[src/rtl/pkt_arb_pkg.sv]
// Shared types and stats register map for the packet merge arbiter.
package pkt_arb_pkg;

    typedef enum logic [1:0] {
        ARB  = 2'd0,
        WAIT = 2'd1,
        PKT  = 2'd2
    } arb_state_t;

    // Counter addresses as seen through stats_packer_avlstrm
    localparam logic [7:0] REG_ARB_PKT0 = 8'h00;
    localparam logic [7:0] REG_ARB_PKT1 = 8'h01;
    localparam logic [7:0] REG_ARB_PKT2 = 8'h02;
    localparam logic [7:0] REG_ARB_PKT3 = 8'h03;
    localparam logic [7:0] REG_ARB_PKT4 = 8'h04;
    localparam logic [7:0] REG_ARB_PKT5 = 8'h05;
    localparam logic [7:0] REG_ARB_PKT6 = 8'h06;
    localparam logic [7:0] REG_ARB_PKT7 = 8'h07;
    localparam logic [7:0] REG_ARB_ERR  = 8'h08;

endpackage

[src/rtl/pkt_merge_arb_avlstrm_rr_pick.sv]
// Rotating-start priority encoder: first set request at or after ptr, with wrap.
module rr_pick #(
    parameter int N     = 2,
    parameter int PTR_W = 1
) (
    input  logic [N-1:0]     req,
    input  logic [PTR_W-1:0] ptr,
    output logic [PTR_W-1:0] grant_idx,
    output logic             grant_vld
);

    // Scan from the farthest offset down so the nearest request wins last
    always_comb begin
        grant_vld = 1'b0;
        grant_idx = '0;
        for (int k = N - 1; k >= 0; k--) begin
            int idx;
            idx = int'(ptr) + k;
            if (idx >= N) idx = idx - N;
            if (req[idx]) begin
                grant_vld = 1'b1;
                grant_idx = PTR_W'(idx);
            end
        end
    end

endmodule

[src/rtl/pkt_merge_arb_avlstrm.sv]
// Packet-atomic weighted round-robin merge of N_IN Avalon-ST streams.
module pkt_merge_arb_avlstrm
    import pkt_arb_pkg::*;
#(
    parameter int N_IN     = 2,
    parameter int WIDTH    = 512,
    parameter int EMPTY_W  = 6,
    parameter int WEIGHT_W = 4
) (
    input  logic                     Clk,
    input  logic                     Rst,
    input  logic [N_IN*WIDTH-1:0]    in_data,
    input  logic [N_IN-1:0]          in_valid,
    input  logic [N_IN-1:0]          in_sop,
    input  logic [N_IN-1:0]          in_eop,
    input  logic [N_IN*EMPTY_W-1:0]  in_empty,
    output logic [N_IN-1:0]          in_ready,
    output logic [WIDTH-1:0]         out_data,
    output logic                     out_valid,
    output logic                     out_sop,
    output logic                     out_eop,
    output logic [EMPTY_W-1:0]       out_empty,
    input  logic                     out_ready,
    input  logic [N_IN*WEIGHT_W-1:0] cfg_weight,
    output logic [N_IN*32-1:0]       stats_pkt,
    output logic [31:0]              stats_err
);

    localparam int PTR_W = (N_IN > 1) ? $clog2(N_IN) : 1;
    localparam int CNT_W = $clog2(N_IN + 1);

    arb_state_t state;
    logic [PTR_W-1:0] ptr, sel, grant_idx, cur, ptr_nxt;
    logic [WEIGHT_W-1:0] used, used_nxt, w_eff;
    logic [WEIGHT_W:0] new_used;
    logic grant_vld, hs, start_hs, eop_hs;
    logic [N_IN-1:0] orphan;
    logic [CNT_W-1:0] n_orph;
    logic [32:0] err_sum;

    logic [N_IN-1:0][WIDTH-1:0]    data_arr;
    logic [N_IN-1:0][EMPTY_W-1:0]  empty_arr;
    logic [N_IN-1:0][WEIGHT_W-1:0] w_arr;
    logic [N_IN-1:0][31:0]         pkt_cnt;

    assign data_arr  = in_data;
    assign empty_arr = in_empty;
    assign w_arr     = cfg_weight;
    assign stats_pkt = pkt_cnt;

    rr_pick #(.N(N_IN), .PTR_W(PTR_W)) u_pick (
        .req       (in_valid & in_sop),
        .ptr       (ptr),
        .grant_idx (grant_idx),
        .grant_vld (grant_vld)
    );

    // In ARB the candidate is shown immediately; afterwards sel is frozen
    always_comb begin
        cur       = (state == ARB) ? grant_idx : sel;
        out_valid = (state == ARB) ? grant_vld : in_valid[cur];
        out_data  = data_arr[cur];
        out_sop   = in_sop[cur];
        out_eop   = in_eop[cur];
        out_empty = empty_arr[cur];
        orphan    = (state == ARB) ? (in_valid & ~in_sop) : '0;
        in_ready  = orphan;
        if (out_valid) in_ready[cur] = out_ready;
    end

    assign hs       = out_valid & out_ready;
    assign start_hs = hs & (state != PKT);
    assign eop_hs   = hs & out_eop;

    // Weighted pointer update applied on each packet-start handshake
    always_comb begin
        w_eff    = (w_arr[cur] == '0) ? WEIGHT_W'(1) : w_arr[cur];
        new_used = (cur == ptr) ? ({1'b0, used} + 1'b1) : (WEIGHT_W + 1)'(1);
        if (new_used >= {1'b0, w_eff}) begin
            ptr_nxt  = (cur == PTR_W'(N_IN - 1)) ? '0 : cur + 1'b1;
            used_nxt = '0;
        end else begin
            ptr_nxt  = cur;
            used_nxt = new_used[WEIGHT_W-1:0];
        end
    end

    always_comb begin
        n_orph = '0;
        for (int i = 0; i < N_IN; i++) n_orph = n_orph + CNT_W'(orphan[i]);
        err_sum = {1'b0, stats_err} + 33'(n_orph);
    end

    always_ff @(posedge Clk or posedge Rst) begin
        if (Rst) begin
            state <= ARB;
            sel   <= '0;
            ptr   <= '0;
            used  <= '0;
        end else begin
            if (start_hs) begin
                ptr  <= ptr_nxt;
                used <= used_nxt;
            end
            case (state)
                ARB: if (grant_vld) begin
                    sel <= grant_idx;
                    if (!out_ready)   state <= WAIT;
                    else if (!out_eop) state <= PKT;
                end
                WAIT: if (hs) state <= out_eop ? ARB : PKT;
                PKT:  if (eop_hs) state <= ARB;
                default: state <= ARB;
            endcase
        end
    end

    always_ff @(posedge Clk or posedge Rst) begin
        if (Rst) stats_err <= '0;
        else     stats_err <= err_sum[32] ? '1 : err_sum[31:0];
    end

    for (genvar i = 0; i < N_IN; i++) begin : g_cnt
        always_ff @(posedge Clk or posedge Rst) begin
            if (Rst)                                  pkt_cnt[i] <= '0;
            else if (eop_hs && cur == PTR_W'(i))      pkt_cnt[i] <= pkt_cnt[i] + 32'd1;
        end
    end

endmodule

[config.mk]
export PLATFORM = sky130hd
export DESIGN_NAME = pkt_merge_arb_avlstrm
export DESIGN_NICKNAME = d
export VERILOG_FILES = /design/src/rtl/pkt_arb_pkg.sv /design/src/rtl/pkt_merge_arb_avlstrm_rr_pick.sv /design/src/rtl/pkt_merge_arb_avlstrm.sv
export SDC_FILE = /design/constraint.sdc
export NUM_CORES = 1
export LEC_CHECK = 0
export CAP_MARGIN = 20
export CELL_PAD_IN_SITES_DETAIL_PLACEMENT = 1
export CELL_PAD_IN_SITES_GLOBAL_PLACEMENT = 2
export CORE_AREA = 2 2 645 647
export DETAILED_ROUTE_END_ITERATION = 7
export DIE_AREA = 0 0 647 649
export PLACE_DENSITY_LB_ADDON = 0.1
export RECOVER_POWER = 25
export SYNTH_ARGS = -nofsm -noshare
export SYNTH_HDL_FRONTEND = slang
export SYNTH_SLANG_ARGS = --single-unit
[constraint.sdc]
create_clock -name Clk -period 3.01 [get_ports Clk]
set_clock_uncertainty 0.2 [all_clocks]
set_input_delay 0.301 -clock Clk [delete_from_list [all_inputs] [get_ports Clk]]
set_output_delay 0.301 -clock Clk [all_outputs]
set_load 0.1 [all_outputs]
# == Word-level counts from Yosys, hierarchy flattened ==
# Cells that the tools add are included.
# W data, S select, Z words.
# word_totals
in_bits,1053
ram_bits,0
word_cells,89
memories,0
output_inout_bits,619
register_bits,104
rom_bits,0
latch_bits,0
# classes
shifts,0
n_bitwise,7
n_div,0
multipliers,0
reduce_logical,7
addsub,9
n_lt_le_gt_ge,7
mux,44
n_eq_ne,8
# op_table
op,count
$mux W512,2
$mux W32,3
$add A32 B1 Y32 const B,2
$lt A32 B3 Y1 const B,2
$add A32 B2 Y33,1
$ge A32 B3 Y1 const B,1
$sub A32 B3 Y32 const B,1
$mux W1,21
$mux W2,8
$mux W4,4
$mux W6,2
$ne A2 B2 Y1 const B,4
$pmux W2 S3,1
$add A4 B1 Y5 const B,1
$ge A5 B4 Y1,1
$mux W5,1
$and A2 B2 Y2,2
$logic_not A4 Y1,1
$reduce_and A4 Y1,1
$and A1 B1 Y1,3
$logic_and A1 B1 Y1,3
$ne A3 B3 Y1 const B,1
$sub A1 B2 Y3 const B,1
$add A1 B1 Y2,1
14 further kinds,14

# == Depth between registers and ports, before layout ==
# Gate-level depths: netlist of the first run.
# depth
ltp_word,16
ltp_mapped,14
depth_no_buf,11

# == Cells and area by module ==
# From an unflattened synthesis of the first run, not the netlist that was laid out.
# hier_totals
hier_cells,2181
area_unflattened_um2,11599.9
# modules_own_cells
module,cells_each,instances,seq_area_each_um2,area_each_um2
pkt_merge_arb_avlstrm,2178,1,2602.5,11582.4
rr_pick,3,1,0.0,17.5

# == Worst setup path before layout of the first run ==
# OpenSTA, ideal clock, no wires.
# synth_path
kind,reg-to-output
from,register state[1]
to,output port out_sop
arrival_time_ns,2.825
path_slack_ns,-0.316
path_buffers,4
required_ns,2.509
path_stages_with_launch,8
cell_sequence,dfrtp_1 buf_4 nand4bb_4 o21a_1 buf_6 buf_2 buf_1 o21ai_1
# synth_via
elab_chain_len,4
# synth_lines
item,line_no,source
from (decl),pkt_merge_arb_avlstrm.sv:32,arb_state_t state;
from (signal assigned),pkt_merge_arb_avlstrm.sv:111,WAIT: if (hs) state <= out_eop ? ARB : PKT;
$logic_not A2 Y1,pkt_merge_arb_avlstrm.sv:60,cur = (state == ARB) ? grant_idx : sel;
$mux W1,pkt_merge_arb_avlstrm.sv:60,
$mux W1 (not written as such) (2 in series),pkt_merge_arb_avlstrm.sv:63,out_sop = in_sop[cur];
to (decl),pkt_merge_arb_avlstrm.sv:20,"output logic out_sop,"
# Every way passes these cells. The select of a mux whose other input is x is not followed.

# == Worst setup path after layout of the first run ==
# layout_path
from,register state[1]
to,output port out_data[312]
# layout_via
elab_chain_len,4
# layout_lines
item,line_no,source
$logic_not A2 Y1,pkt_merge_arb_avlstrm.sv:60,
$mux W1,pkt_merge_arb_avlstrm.sv:60,
$mux W512 (not written as such) (2 in series),pkt_merge_arb_avlstrm.sv:62,out_data = data_arr[cur];
to (decl),pkt_merge_arb_avlstrm.sv:18,"output logic [WIDTH-1:0] out_data,"
# Every way passes these cells. The select of a mux whose other input is x is not followed.

==> impl_metrics.toml, run 1 <==
[status]
outcome = "complete, but fails checks"
violations = "negative setup slack"

[detailed_routing]
drc = 0
drt-total-wl_mm = 312
first_pass_iters = 5
dr.first_iter.drc_count = 875
routed-via-count = 23600
ant_nets = 0
wire_per_inst_um = 32.3
via_per_inst = 2.45

[finish]
nets = 5220
drive_gt1_share_pct = 39.6
layout_commonest_cell = "nand2_1"
final_cell_mix = "1073 x nand2_1, 1049 x clkdlybuf4s50_1, 613 x buf_12"
area_growth_pct = 324

[timing]
clock.fmax_ghz = 0.309
finalCriticalPeriod_ns = 3.23
maxSlewHeadroom_pct = 3.79
worst-slew-pin-transition_ns = 1.44
fin_crit_sh_pct = 107
drv_slew = 0
tns_ns = -45.26
grt_setup_unrepaired = "true"
layout_setup_ws_ns = -0.222
finalSetupViolCount = 488
finalHoldViolCount = 0

[grt]
grt_pass1_wl_mm = 369
groute.usage.overall_pct = 14.2
grt_pass1_vias = 25200
grt_overflow = 0
antenna_found_initial = 166
grt_max_degree = 61

[clock_network]
htree_levels = 3
clock_latency_ns = 0.42
clock-sinks = 104
cts_tree = "done"
path_clk_slew_ns = 0.08
root_buffer = "clkbuf_16"
clock_path_buffers = 2
cts_buffers = 9
cts_hold_buffers = 0

[yosys]
ys_ff_latch = 104
synth_top_area_cell = "nand2_1"
yosysWarnings = 0
yosys_most_used_dff = "dfrtp_1"
ys_seq_area_share_pct = 21.9
synthTopCellsByArea = "nand2_1 51%, dfrtp_1 22%, xor2_1 4.3%, buf_2 3.7%, xnor2_1 1.8%"
synth_fp_nets = 3275
ys_async_sr_fraction_pct = 100
synth_cell_types = 55
synth_cells = 2213
yosysTopAreaCellShare_pct = 51.4
avgSynthCellArea_um2 = 5.37
synth-edff-count = 0
syn_area_um2 = 11900

[placed_design]
dpl.hpwl_mm = 274
place.port_buffers = 1671
post-place-ws_ns = -0.909
place.gp.congestion = 0.851

[worst_hold_path]
min_path_type = "in2async"

[floorplan]
rows = 236
die_area_um2 = 420000
die_h_um = 649
core_area_um2 = 413000
initial_utilization_pct = 2.88
die_x_um = 647
io_pins = 1672

[setup_path]
cp.arrival_ns = 2.73
required_ns = 2.51
critPathKind = "reg2out"
start_kind = "flip-flop"
path_max_fanout = 9
endpoint_kind = "output port"

[job]
maxCapViolCount = 0
==> what timing repair did <==
action | in CTS | in global routing
hold endpoints to repair | 0 | 0
resized for setup | 745 | 447
endpoints found under the setup margin | 557 | 556
setup buffers | 74 | 48
cloned | 45 | 20
pin swaps | 126 | 114
==> stage by stage <==
step | std cells | utilization (%) | cell area [um^2] | hold slack [ns]
2_1_floorplan | 2213 | - | 11900 | 0.290
3_3_place_gp | 9480 | 10.5 | 43300 | 0.269
3_5_place_dp | 9480 | 10.5 | 43300 | 0.261
4_1_cts | 9587 | 11.6 | 47900 | 0.0351
5_1_grt | 9647 | 12.2 | 50300 | 0.301
6_report | 9663 | 12.2 | 50400 | 0.261
==> logic make-up after synthesis <==
kind of cell	after synthesis	synth area share (%)
simple gates	1823	61.3
buf+inv	147	5.89
flops	104	21.9
xor+xnor	84	6.19
compound gates	37	2.94
mux	9	0.821
fa+ha+maj	9	1.01
==> synth_stat cells (3+ instances only) <==
| cell type | instances |
|---|---|
| mux2i_1 | 3 |
| mux2_1 | 3 |
| inv_1 | 18 |
| nor3_2 | 9 |
| xnor2_1 | 25 |
| and2_1 | 8 |
| buf_2 | 89 |
| nand4_1 | 30 |
| xor2_1 | 59 |
| buf_6 | 4 |
| nor3_1 | 24 |
| nand2_1 | 1628 |
| a21oi_1 | 4 |
| or2_2 | 3 |
| nor2b_1 | 5 |
| and3b_1 | 3 |
| and3_1 | 9 |
| dfrtp_1 | 104 |
| o21ai_0 | 5 |
| mux2_2 | 3 |
| clkbuf_1 | 25 |
| nor4_1 | 7 |
| o21a_1 | 5 |
| ha_1 | 8 |
| nor2_1 | 40 |
| and4_1 | 8 |
| nand3_1 | 33 |
| nand2b_1 | 6 |
| buf_1 | 9 |
==> registers in the layout (all words and copies together), names as in the netlist <==
| signal | cells |
|---|---|
| stats_pkt | 64 |
| sel | 1 |
| ptr | 1 |
| used | 4 |
| state | 2 |
| stats_err | 32 |
==> path summary, 6_finish.rpt <==
| check | start | endpoint | slack (ns) | cells after the start |
|---|---|---|---|---|
| max in group asynchronous | Rst | stats_pkt[3]$_DFFE_PP0P_ | 0.60 | 3 |
| min in group Clk | stats_pkt[31]$_DFFE_PP0P_ | stats_pkt[31]$_DFFE_PP0P_ | 0.27 | 1 |
| hold reg to reg | stats_pkt[31]$_DFFE_PP0P_ | stats_pkt[31]$_DFFE_PP0P_ | 0.27 | 1 |
| hold / removal | Rst | stats_pkt[1]$_DFFE_PP0P_ | 0.26 | 2 |
| setup reg to reg | state[1]$_DFFE_PP0P_ | used[1]$_DFFE_PP0P_ | -0.15 | 15 |
| setup / recovery | state[1]$_DFFE_PP0P_ | out_data[312] | -0.22 | 11 |
==> area by class of cell <==
type | count | area (um^2)
diodes | 26 | 65.1
clock buffers | 12 | 256
clock inverters | 4 | 33.8
fillers | 47900 | 362000
inverters | 18 | 68.8
multi-input cells | 1962 | 12100
flip-flops and latches | 104 | 2600
well taps | 5474 | 6850
repair buffers | 2063 | 28400
==> worst max-delay path, stage by stage (launching register included) <==
cell       delay (ns)
dfrtp_1          0.42
nand4bb_4        0.29
buf_12           0.17
o21ai_4          0.16
buf_12           0.15
buf_12           0.15
buf_16           0.24
clkbuf_16        0.20
nand2_2          0.12
nand2_2          0.12
buf_12           0.11
buf_12           0.16
==> metal layers <==
layer / up-vias / GRT usage, % / part of all wire (%)
met5: - / 0 / 0.060
met1: 11400 / 16.4 / 40
li1: 10800 / - / -
met4: 28 / 1.87 / 1.9
met3: 329 / 4.64 / 7.7
met2: 1078 / 25.8 / 50
Power of run 1 is left out: the tool's default activity adds up to more than one toggle a clock period on the data nets, which glitch-free logic cannot reach.
==> inputs of run 2 (changes only) <==
--- a/config.mk
+++ b/config.mk
@@ -5,12 +5,13 @@
 export SDC_FILE = /design/constraint.sdc
 export NUM_CORES = 1
 export LEC_CHECK = 0
-export CAP_MARGIN = 20
+export ABC_AREA = 0
 export CELL_PAD_IN_SITES_DETAIL_PLACEMENT = 1
 export CELL_PAD_IN_SITES_GLOBAL_PLACEMENT = 2
 export CORE_AREA = 2 2 645 647
 export DETAILED_ROUTE_END_ITERATION = 7
 export DIE_AREA = 0 0 647 649
+export GPL_TIMING_DRIVEN = 0
 export PLACE_DENSITY_LB_ADDON = 0.1
 export RECOVER_POWER = 25
 export SYNTH_ARGS = -nofsm -noshare
==> impl_metrics.toml, run 2 (synthesis gave the netlist of run 1 again) <==
[timing]
finalCriticalPeriod_ns = 3.31
tns_ns = -61.31
worst-slew-pin-transition_ns = 1.25
drv_slew = 0
maxSlewHeadroom_pct = 16.4
clock.fmax_ghz = 0.302
fin_crit_sh_pct = 110
finalHoldViolCount = 0
finalSetupViolCount = 495
grt_setup_unrepaired = "true"
layout_setup_ws_ns = -0.301

[floorplan]
die_area_um2 = 420000
initial_utilization_pct = 2.88
core_area_um2 = 413000
rows = 236
io_pins = 1672
die_x_um = 647
die_h_um = 649

[clock_network]
clock_path_buffers = 2
root_buffer = "clkbuf_16"
clock-sinks = 104
path_clk_slew_ns = 0.09
cts_tree = "done"
cts_buffers = 9
htree_levels = 3
clock_latency_ns = 0.41

[placed_design]
placed_cell_area_um2 = 35400
place.gp.congestion = 0.831
place.port_buffers = 1671
dpl.hpwl_mm = 279

[detailed_routing]
wl_met2_mm = 157
drc = 0
via_per_inst = 2.38
first_pass_iters = 4
dr.max_layer_used = "met5"
wire_per_inst_um = 32.3
wl_met1_mm = 120
drt-total-wl_mm = 305
routed-via-count = 22500
dr_wl_met3_mm = 25.3
ant_nets = 0
dr.first_iter.drc_count = 854

[finish]
largest_reg_flops = 64
drive_gt1_share_pct = 23.6
final_cell_mix = "1461 x nand2_1, 1146 x clkdlybuf4s50_1, 252 x buf_4"
layout_commonest_cell = "nand2_1"
seq_area_um2 = 2600
finalInstanceArea_um2 = 39000
area_growth_pct = 228
fillers = 49000
nets = 5006
multi_input_area_um2 = 9430

[setup_path]
r2r_slack_ns = -0.30
cp.arrival_ns = 3.46
start_kind = "flip-flop"
critPathKind = "reg2reg"
worst_path_most_repeated_cell = "buf_12"
slowest_delay_ns = 0.38
required_ns = 3.16
endpoint_kind = "flip-flop"
crit_path_top_delay_cell = "dfrtp_1"
path_cells = "buf_6 -> nand4bb_4 -> o21a_1 -> buf_12 -> buf_16 -> buf_12 -> mux2i_4 -> nand3_2 -> nand3_4 -> ha_4 -> o21ai_4 -> a211oi_2 -> buf_4 -> a211oi_4 -> a22o_1"
path_max_fanout = 8

[status]
outcome = "complete, but fails checks"
violations = "negative setup slack"

[grt]
grt_max_degree = 31
grt_overflow = 0
groute.usage.overall_pct = 14.0
antenna_found_initial = 178
grt_pass1_vias = 24100
grt_pass1_wl_mm = 361

[worst_hold_path]
min_path_type = "reg2reg"

[job]
maxCapViolCount = 0
[run 2: cell count changes in the layout (fill, tap and decap cells not counted), sizes merged, moves of 2 or more]
cell	delta
buf	-326
diode	-8
bufbuf	-5
bufinv	+2
clkdlybuf4s50	+97
clkbuf	+14
clkdlybuf4s15	+4
[run 2: final timing paths]
path	to	cells after the start	start
worst min-delay path	stats_pkt[31]$_DFFE_PP0P_	1	stats_pkt[31]$_DFFE_PP0P_
min in group asynchronous	stats_pkt[5]$_DFFE_PP0P_	2	Rst
worst min register to register	stats_pkt[31]$_DFFE_PP0P_	1	stats_pkt[31]$_DFFE_PP0P_
max in group asynchronous	stats_err[25]$_DFF_PP0_	5	Rst
worst max register to register	used[0]$_DFFE_PP0P_	15	state[0]$_DFFE_PP0P_
worst max-delay path	used[0]$_DFFE_PP0P_	15	state[0]$_DFFE_PP0P_
[run 2: per-stage QoR]
step | worst slack (ns) | hold WS (ns) | instances | util [%]
after CTS | -0.441 | 0.0482 | 9410 | 8.99
after global routing | -0.456 | 0.307 | 9425 | 9.44
after floorplan | 0.118 | 0.290 | 2213 | -
after global placement | -3.74 | 0.263 | 9358 | 8.60
after detailed placement | -3.67 | 0.260 | 9365 | 8.58
final | -0.301 | 0.273 | 9441 | 9.45
[run 2: cell type report]
| type | instances | share of cell area (%) |
|---|---|---|
| Inverter | 18 | 0.177 |
| Tap cell | 5474 | 17.6 |
| Clock inverter | 5 | 0.218 |
| Antenna cell | 18 | 0.116 |
| Sequential cell | 104 | 6.68 |
| Buffer | 128 | 3.84 |
| Multi-Input combinational cell | 1962 | 24.2 |
| Clock buffer | 11 | 0.649 |
| Timing Repair Buffer | 1721 | 46.5 |
[run 2: layer usage]
| layer | up-vias | global-route usage, % |
|---|---|---|
| li1 | 10300 | - |
| met1 | 10700 | 15.7 |
| met2 | 1092 | 26.1 |
| met3 | 330 | 4.99 |
| met4 | 24 | 0.767 |
| met5 | - | 0 |
[run 2: critical path, delay by kind of cell (launching register included)]
kind	cells	cell delay [ns]
buffers and inverters	5	0.85
AOI/OAI and AO/OA	5	0.81
and+or+nand+nor	3	0.50
DFF	1	0.38
muxes	1	0.25
adders and majority gates	1	0.21
[run 2: repair_timing]
| action | CTS | global route |
|---|---|---|
| pin swaps | 13 | 11 |
| gates resized for setup | 3378 | 571 |
| hold buffers | 0 | 0 |
| setup buffers | 28 | 10 |
| setup endpoints to repair | 561 | 567 |
| cloned | 5 | 3 |
Power of run 2 is left out for the same reason.
